[config.mk]
export PLATFORM = sky130hd
export DESIGN_NAME = cpu7_exu_rf_mp
export DESIGN_NICKNAME = d
export VERILOG_FILES = /design/src/rtl/cpu7_exu_rf_mp.sv
export SDC_FILE = /design/constraint.sdc
export NUM_CORES = 2
export LEC_CHECK = 0
export BUFFER_PORTS_ARGS = -buffer_cell sky130_fd_sc_hd__buf_2
export CORE_ASPECT_RATIO = 0.9
export CORE_MARGIN = 1
export CORE_UTILIZATION = 60
export CTS_BUF_LIST = sky130_fd_sc_hd__clkbuf_4
export DETAILED_ROUTE_END_ITERATION = 6
export PLACE_DENSITY = 0.85
export SLEW_MARGIN = 20
export SYNTH_ARGS = -nofsm -noshare
export SYNTH_HDL_FRONTEND = slang
export SYNTH_SLANG_ARGS = --single-unit
[constraint.sdc]
create_clock -name clk -period 2.6 [get_ports clk]
set_input_delay 0.26 -clock clk [delete_from_list [all_inputs] [get_ports clk]]
set_output_delay 0.26 -clock clk [all_outputs]
set_load 0.03 [all_outputs]
[src/rtl/cpu7_exu_rf_mp.sv]
// Multi-port integer register file with pending-write scoreboard,
// same-cycle write bypass and a post-reset clear sweep.
module cpu7_exu_rf_mp #(
    parameter int DATA_W   = 32,
    parameter int ADDR_W   = 5,
    parameter int NUM_RD   = 6,
    parameter int NUM_WR   = 2,
    parameter int ZERO_REG = 1
) (
    input  logic                       clk,
    input  logic                       rst,
    input  logic [NUM_RD*ADDR_W-1:0]   raddr,
    output logic [NUM_RD*DATA_W-1:0]   rdata,
    output logic [NUM_RD-1:0]          rbusy,
    input  logic [NUM_WR-1:0]          wen,
    input  logic [NUM_WR*ADDR_W-1:0]   waddr,
    input  logic [NUM_WR*DATA_W-1:0]   wdata,
    input  logic [NUM_WR-1:0]          sb_set,
    input  logic [NUM_WR*ADDR_W-1:0]   sb_addr,
    input  logic                       sb_flush,
    output logic                       init_done
);

    localparam int DEPTH = 1 << ADDR_W;

    typedef enum logic {
        INIT,
        READY
    } state_t;

    state_t              state;
    logic [ADDR_W-1:0]   cnt;
    logic [DATA_W-1:0]   regs [DEPTH];
    logic [DEPTH-1:0]    busy;
    logic [DEPTH-1:0]    busy_nxt;
    logic [DEPTH-1:0]    set_vec;
    logic [DEPTH-1:0]    clr_vec;
    logic [NUM_WR-1:0]   wr_ok;
    logic                ready;

    assign ready = (state == READY);

    always_ff @(posedge clk) begin
        if (rst) begin
            state     <= INIT;
            cnt       <= '0;
            init_done <= 1'b0;
        end else if (state == INIT) begin
            cnt <= cnt + 1'b1;
            if (&cnt) begin
                state     <= READY;
                init_done <= 1'b1;
            end
        end
    end

    // A port loses to any higher port aiming at the same entry.
    always_comb begin
        wr_ok = '0;
        for (int j = 0; j < NUM_WR; j++) begin
            wr_ok[j] = ready & wen[j];
            if (ZERO_REG != 0 && waddr[j*ADDR_W +: ADDR_W] == '0)
                wr_ok[j] = 1'b0;
            for (int h = 0; h < NUM_WR; h++) begin
                if (h > j && wen[h] &&
                    waddr[h*ADDR_W +: ADDR_W] == waddr[j*ADDR_W +: ADDR_W])
                    wr_ok[j] = 1'b0;
            end
        end
    end

    for (genvar e = 0; e < DEPTH; e++) begin : g_ent
        always_ff @(posedge clk) begin
            if (!rst) begin
                if (state == INIT) begin
                    if (cnt == ADDR_W'(e))
                        regs[e] <= '0;
                end else begin
                    for (int j = 0; j < NUM_WR; j++) begin
                        if (wr_ok[j] && waddr[j*ADDR_W +: ADDR_W] == ADDR_W'(e))
                            regs[e] <= wdata[j*DATA_W +: DATA_W];
                    end
                end
            end
        end
    end

    // A newer producer's set outranks flush and completion.
    always_comb begin
        set_vec = '0;
        clr_vec = '0;
        for (int j = 0; j < NUM_WR; j++) begin
            if (sb_set[j])
                set_vec[sb_addr[j*ADDR_W +: ADDR_W]] = 1'b1;
            if (wen[j])
                clr_vec[waddr[j*ADDR_W +: ADDR_W]] = 1'b1;
        end
        if (sb_flush)
            busy_nxt = set_vec;
        else
            busy_nxt = (busy & ~clr_vec) | set_vec;
        if (ZERO_REG != 0)
            busy_nxt[0] = 1'b0;
    end

    always_ff @(posedge clk) begin
        if (rst)
            busy <= '0;
        else if (ready)
            busy <= busy_nxt;
    end

    always_comb begin
        rdata = '0;
        rbusy = '0;
        for (int k = 0; k < NUM_RD; k++) begin
            rdata[k*DATA_W +: DATA_W] = regs[raddr[k*ADDR_W +: ADDR_W]];
            rbusy[k] = busy[raddr[k*ADDR_W +: ADDR_W]];
            for (int j = 0; j < NUM_WR; j++) begin
                if (wen[j] &&
                    waddr[j*ADDR_W +: ADDR_W] == raddr[k*ADDR_W +: ADDR_W]) begin
                    rdata[k*DATA_W +: DATA_W] = wdata[j*DATA_W +: DATA_W];
                    rbusy[k] = 1'b0;
                end
            end
            if (ZERO_REG != 0 && raddr[k*ADDR_W +: ADDR_W] == '0) begin
                rdata[k*DATA_W +: DATA_W] = '0;
                rbusy[k] = 1'b0;
            end
            if (!ready) begin
                rdata[k*DATA_W +: DATA_W] = '0;
                rbusy[k] = 1'b0;
            end
        end
    end

endmodule

==> metrics.md, run 1 <==
| Metric | Value |
|---|---|
| Status | stopped before the end |
| Failing step | global routing (5_1_grt) |
| First error | [ERROR GRT-0116] Global routing finished with congestion. Check the congestion regions in the DRC Viewer. |
| Clk root buf | clkbuf_4 |
| Share of the synthesized area in the top cell type | 34.2% |
| HPWL Detailed | around 380 mm |
| Num rows | 140 |
| Top_reg_cell synth | edfxtp_1 |
| Vias in the first global route | approximately 110k |
| Pre-CTS WS | -0.680 ns |
| Top post-synthesis cells by area | mux4_2 (34%), edfxtp_1 (31%), a22o_1 (8.9%) |
| IO Count | 320 |
| Die X | about 430 um |
| Post-synth cell types | 70 |
| H-tree depth | 5 |
| Starting Density | 60.6% |
| Wire length of the first global-routing pass | 880 mm |
| Cell count after synthesis | between 7000 and 8000 |
| EDFF count, synth | 1024 |
| Die Y | 386 um |
| Post-synthesis async set-or-reset flop share | 0% |
| Largest net degree at the start of global routing | 63 |
| Seq/Total Area, Yosys | between 30 and 40% |
| Port Buffer Count | ~320 |
| CTS max path bufs | 4 |
| Placed Cells | 10200 |
| CTS buffer count | 312 |
| Register bit total from synthesis | about 1100 |
| Synthesis Warnings | 0 |
| Tot GR Track Use | 76.7% |
| Grt ovf | 165 |
| Synth Cell Area | 0.0982 mm^2 |
| Clock sinks | between 1000 and 1500 |
| Placer Congestion | ~1.1 |
| Avg Inst Size Synth | 13.2 um^2 |
| Yosys top cell by area | mux4_2 |
| Placed standard-cell area | 0.114 mm^2 |
-- cells in the mapped netlist, types with 3 or more instances --
cell / number
xor2_1: 32
nand3b_1: 20
a211oi_1: 127
and2_1: 5
or3_1: 35
o21ai_0: 287
mux2i_1: 307
nor2_8: 5
a22o_1: 993
buf_4: 62
nor2_2: 14
or3b_1: 5
mux4_2: 1492
or4_1: 41
xnor2_1: 32
a32oi_1: 31
nand2_1: 332
buf_2: 392
dfxtp_1: 38
xnor2_2: 3
inv_1: 15
or2_2: 7
and3_1: 5
o22ai_1: 347
nor2b_1: 15
buf_6: 27
nand3_1: 12
a21oi_1: 68
nor3_1: 105
or3b_2: 8
buf_1: 77
ha_1: 6
nand4_1: 3
a22oi_1: 351
a211o_1: 3
edfxtp_1: 1024
clkbuf_1: 588
nor4_1: 7
nand2b_1: 11
a311oi_1: 3
mux2_2: 257
a2111oi_0: 31
nor2_1: 134
o221ai_1: 32
-- what timing repair did --
action | CTS
pin swaps | 254
endpoints found under the setup margin | 214
buffers inserted | 218
endpoints found under the hold margin | 1034
gates resized for setup | 1175
cloned | 20
hold buffers | 140
-- metal layers --
layer	GRT usage [%]	overflow
met5	37.8	1
met4	71.4	58
met3	65.0	17
met2	89.2	76
met1	79.5	13
-- through the flow --
step / setup TNS (ns) / hold slack (ns)
2_1_floorplan: 0 / 0.485
3_3_place_gp: -74.14 / 0.452
3_5_place_dp: -151.13 / 0.485
4_1_cts: -234.81 / 0.00119
-- kinds of logic after synthesis --
kind of cell	synth area share, %
AOI/OAI and AO/OA	17.6
xor gates and xnor gates	0.621
adders and majority gates	0.0765
buffers and inverters	5.39
DFF	32.1
muxes	40.3
other	0.00382
and+or+nand+nor	3.86
==> run 2: changes to the inputs <==
CORE_ASPECT_RATIO = unset   (was 0.9)
CORE_UTILIZATION = 40   (was 60)
CTS_BUF_LIST = unset   (was sky130_fd_sc_hd__clkbuf_4)
PLACE_DENSITY = unset   (was 0.85)
PLACE_DENSITY_LB_ADDON = 0.15   (was unset)
clock period = 3.4 ns   (was 2.6 ns; I/O delays follow)
==> run 2 against run 1 <==
Effect of this change: the flow now finishes, with violations (negative setup slack); synthesized cell count did not move; synthesized area did not move.
==> metrics.md, run 2 <==
| Metric | Value |
|---|---|
| Tcrit/Tclk final | 105% |
| Slew of the pin with the lowest slew margin | 1.38 ns |
| Failing checks | negative setup slack |
| Layout cells sized above 1 | a little under half |
| Post-synth top cells | mux4_2 (1492), edfxtp_1 (1024), a22o_1 (993) |
| R2R depth | 7 |
| Avg Inst Size Synth | between 10 and 15 um^2 |
| Post-synth cell types | 70 |
| Fin cells | between 10000 and 15000 |
| HPWL Detailed | 377 mm |
| Final Hold Viols | 0 |
| Min-delay worst type | in2reg |
| Pleak | 34.8 nW |
| DRT antenna net count | 0 |
| Nets | around 7800 |
| Placed standard-cell area | 0.108 mm^2 |
| Worst Hold Endpoint | regs[24][22] |
| CP arrival | 3.22 ns |
| H-tree depth | 4 |
| Num rows | 181 |
| Clock slew at reported path FFs | approximately 0.06 ns |
| Grt ovf | 0 |
| Clk root buf | clkbuf_16 |
| Synth Cell Area | 0.0982 mm^2 |
| CP Capture Type | output port |
| Clk Latency, worst-skew pair | 0.90 ns |
| Hold_sp | wdata[54] |
| Reg2reg start | ready |
| Final wirelength | 603 mm |
| Clock sinks | ~1100 |
| Register bit total from synthesis | between 1000 and 1500 |
| IO Count | between 300 and 400 |
| Peak VDD IR | between 0.0003 and 0.0004 V |
| Layout fillers | 21200 |
| CTS buffer count | 142 |
| Skew final | 0.0702 ns |
| Tmin final | 3.56 ns |
| Top Registers | regs: 1024 flops, busy: 31 flops, cnt: 5 flops |
| Worst Setup Slack, final | -0.159 ns |
| WS Path Type | reg2out |
| Slew Limit Headroom | 7.82% |
| Placed Cells | 10600 |
| Count leader, synth | mux4_2 |
| Vias in the first global route | 87600 |
| Drt via density | between 8 and 9 |
| 1st-pass router iterations | 7 |
| Unrepaired setup endpoints after global routing | true |
| Maximum net fanout on the critical path | 7 |
| Port Buffer Count | 319 |
| Seq/Total Area, Yosys | between 30% and 40% |
| Initial antenna violation count | 28 |
| Die X | 497 um |
| CTS tree | done |
| Synthesis Warnings | 0 |
| Placer Congestion | just under 1 |
| PD cells | ~320 mW/mm^2 |
| Status | complete, but fails checks |
| DRT iter0 DRCs | around 18000 |
| CTS max path bufs | 3 |
| Wire length of the first global-routing pass | just under 800 mm |
| EDFF count, synth | 1024 |
| DRC Markers | 0 |
| Commonest non-fill, non-tap cell in the layout | mux4_2 |
| Die area | 0.247 mm^2 |
| Core area | ~0.24 mm^2 |
| Fmax | 0.281 GHz |
| Wire per inst | 54.8 um |
| Startpoint type of the worst setup path | flip-flop |
| Top reg by flops | regs |
| Share of the synthesized area in the top cell type | between 30% and 40% |
| Post-synthesis async set-or-reset flop share | 0% |
| Cell count after synthesis | ~7400 |
| Commonest non-fill, non-tap cells in the layout | mux4_2 (1492), edfxtp_1 (1024), a22o_1 (993) |
| Hold depth | 2 |
| R2R setup slack | 0.31 ns |
| Post-route cell area | ~0.12 mm^2 |
| Top_reg_cell synth | edfxtp_1 |
| Slew Limit Fails | 0 |
| Maxcap violations | 0 |
| Largest register FFs | 1024 |
| Final setup vio count | 38 |
| Synth-to-Final Area Change | 18.4% |
| Worst Path Required | 3.06 ns |
| Top post-synthesis cells by area | mux4_2 (34%), edfxtp_1 (31%), a22o_1 (8.9%) |
| DR vias | around 94000 |
| RR Endpoint | regs[27][9] |
| Starting Density | around 40% |
| Tot GR Track Use | a little under half |
| Yosys top cell by area | mux4_2 |
| Die Y | around 500 um |
| Largest net degree at the start of global routing | 56 |
## run 2: cell counts after synthesis
No cell type changed its count.
## run 2: how the worst max path moves through the flow
stage                 startpoint    endpoint  cells after the start
floorplan              raddr[21]  rdata[138]                      8
global placement        waddr[5]   rdata[54]                     10
detailed placement      waddr[5]   rdata[54]                     10
CTS                        ready   rdata[57]                     10
global route        regs[21][27]   rdata[59]                      6
finish                     ready   rdata[60]                      9
## run 2: kinds of logic after synthesis
logic type      after synthesis  share of synthesized area [%]
mux                        2056                           40.3
simple gates                779                           3.86
buf+inv                    1163                           5.39
compound gates             2291                           17.6
other cells                   1                        0.00382
xor+xnor                     67                          0.621
flops                      1062                           32.1
fa+ha+maj                     6                         0.0765
## run 2: per-stage QoR
stage	setup TNS (ns)	hold slack (ns)	utilization (%)	total power, W	setup WS, ns
2_1_floorplan	0	0.485	-	0.0182	0.567
3_3_place_gp	-0.853	0.520	44.5	0.0211	-0.413
3_5_place_dp	-0.531	0.528	44.5	0.0211	-0.326
4_1_cts	-0.439	0.0168	47.0	0.0370	-0.0922
5_1_grt	-1.26	0.0537	47.6	0.0379	-0.0914
6_report	-1.73	0.0518	47.7	0.0375	-0.159
## run 2: layout make-up
cell class              instances  area (um^2)  share of cell area, %
repair buffers               1214        12600                   10.9
flip-flops and latches       1062        31500                   27.1
clock inverters                92         1140                  0.981
clock buffers                 162         3650                   3.14
diodes                         36         90.1                 0.0775
inverters                      15         61.3                 0.0528
multi-input cells            5231        63100                   54.3
well taps                    3202         4010                   3.45
## run 2: repair_timing
item / in CTS / in global routing
setup endpoints to repair: 132 / 97
resized for setup: 207 / 179
pin swaps: 24 / 34
endpoints found under the hold margin: 17 / 0
hold buffers: 4 / 0
setup buffers: 57 / 40
gates cloned: 8 / 14
## run 2: layer usage
layer,vias up,share of wire (%),track usage [%]
li1,32700,-,-
met3,2589,18,25.5
met2,10800,40,62.5
met5,-,0.091,1.10
met1,48000,33,56.8
met4,34,8.7,33.3
## run 2: worst max-delay path: stages, from the launching register on
cell and delay [ns]:
dfxtp_4 0.40, nand2_4 0.07, nor4b_4 0.24, nor4b_4 0.30
buf_12 0.20, buf_12 0.18, buf_16 0.20, a2111oi_4 0.09
a211oi_2 0.38, buf_4 0.24
## run 2: power by group
part	internal [W]	switching, W
Combinational	0.00249	0.00448
Clock	0.00917	0.00702
Sequential	0.0142	0.000138
No activity file was read; power rests on OpenSTA's default activity.
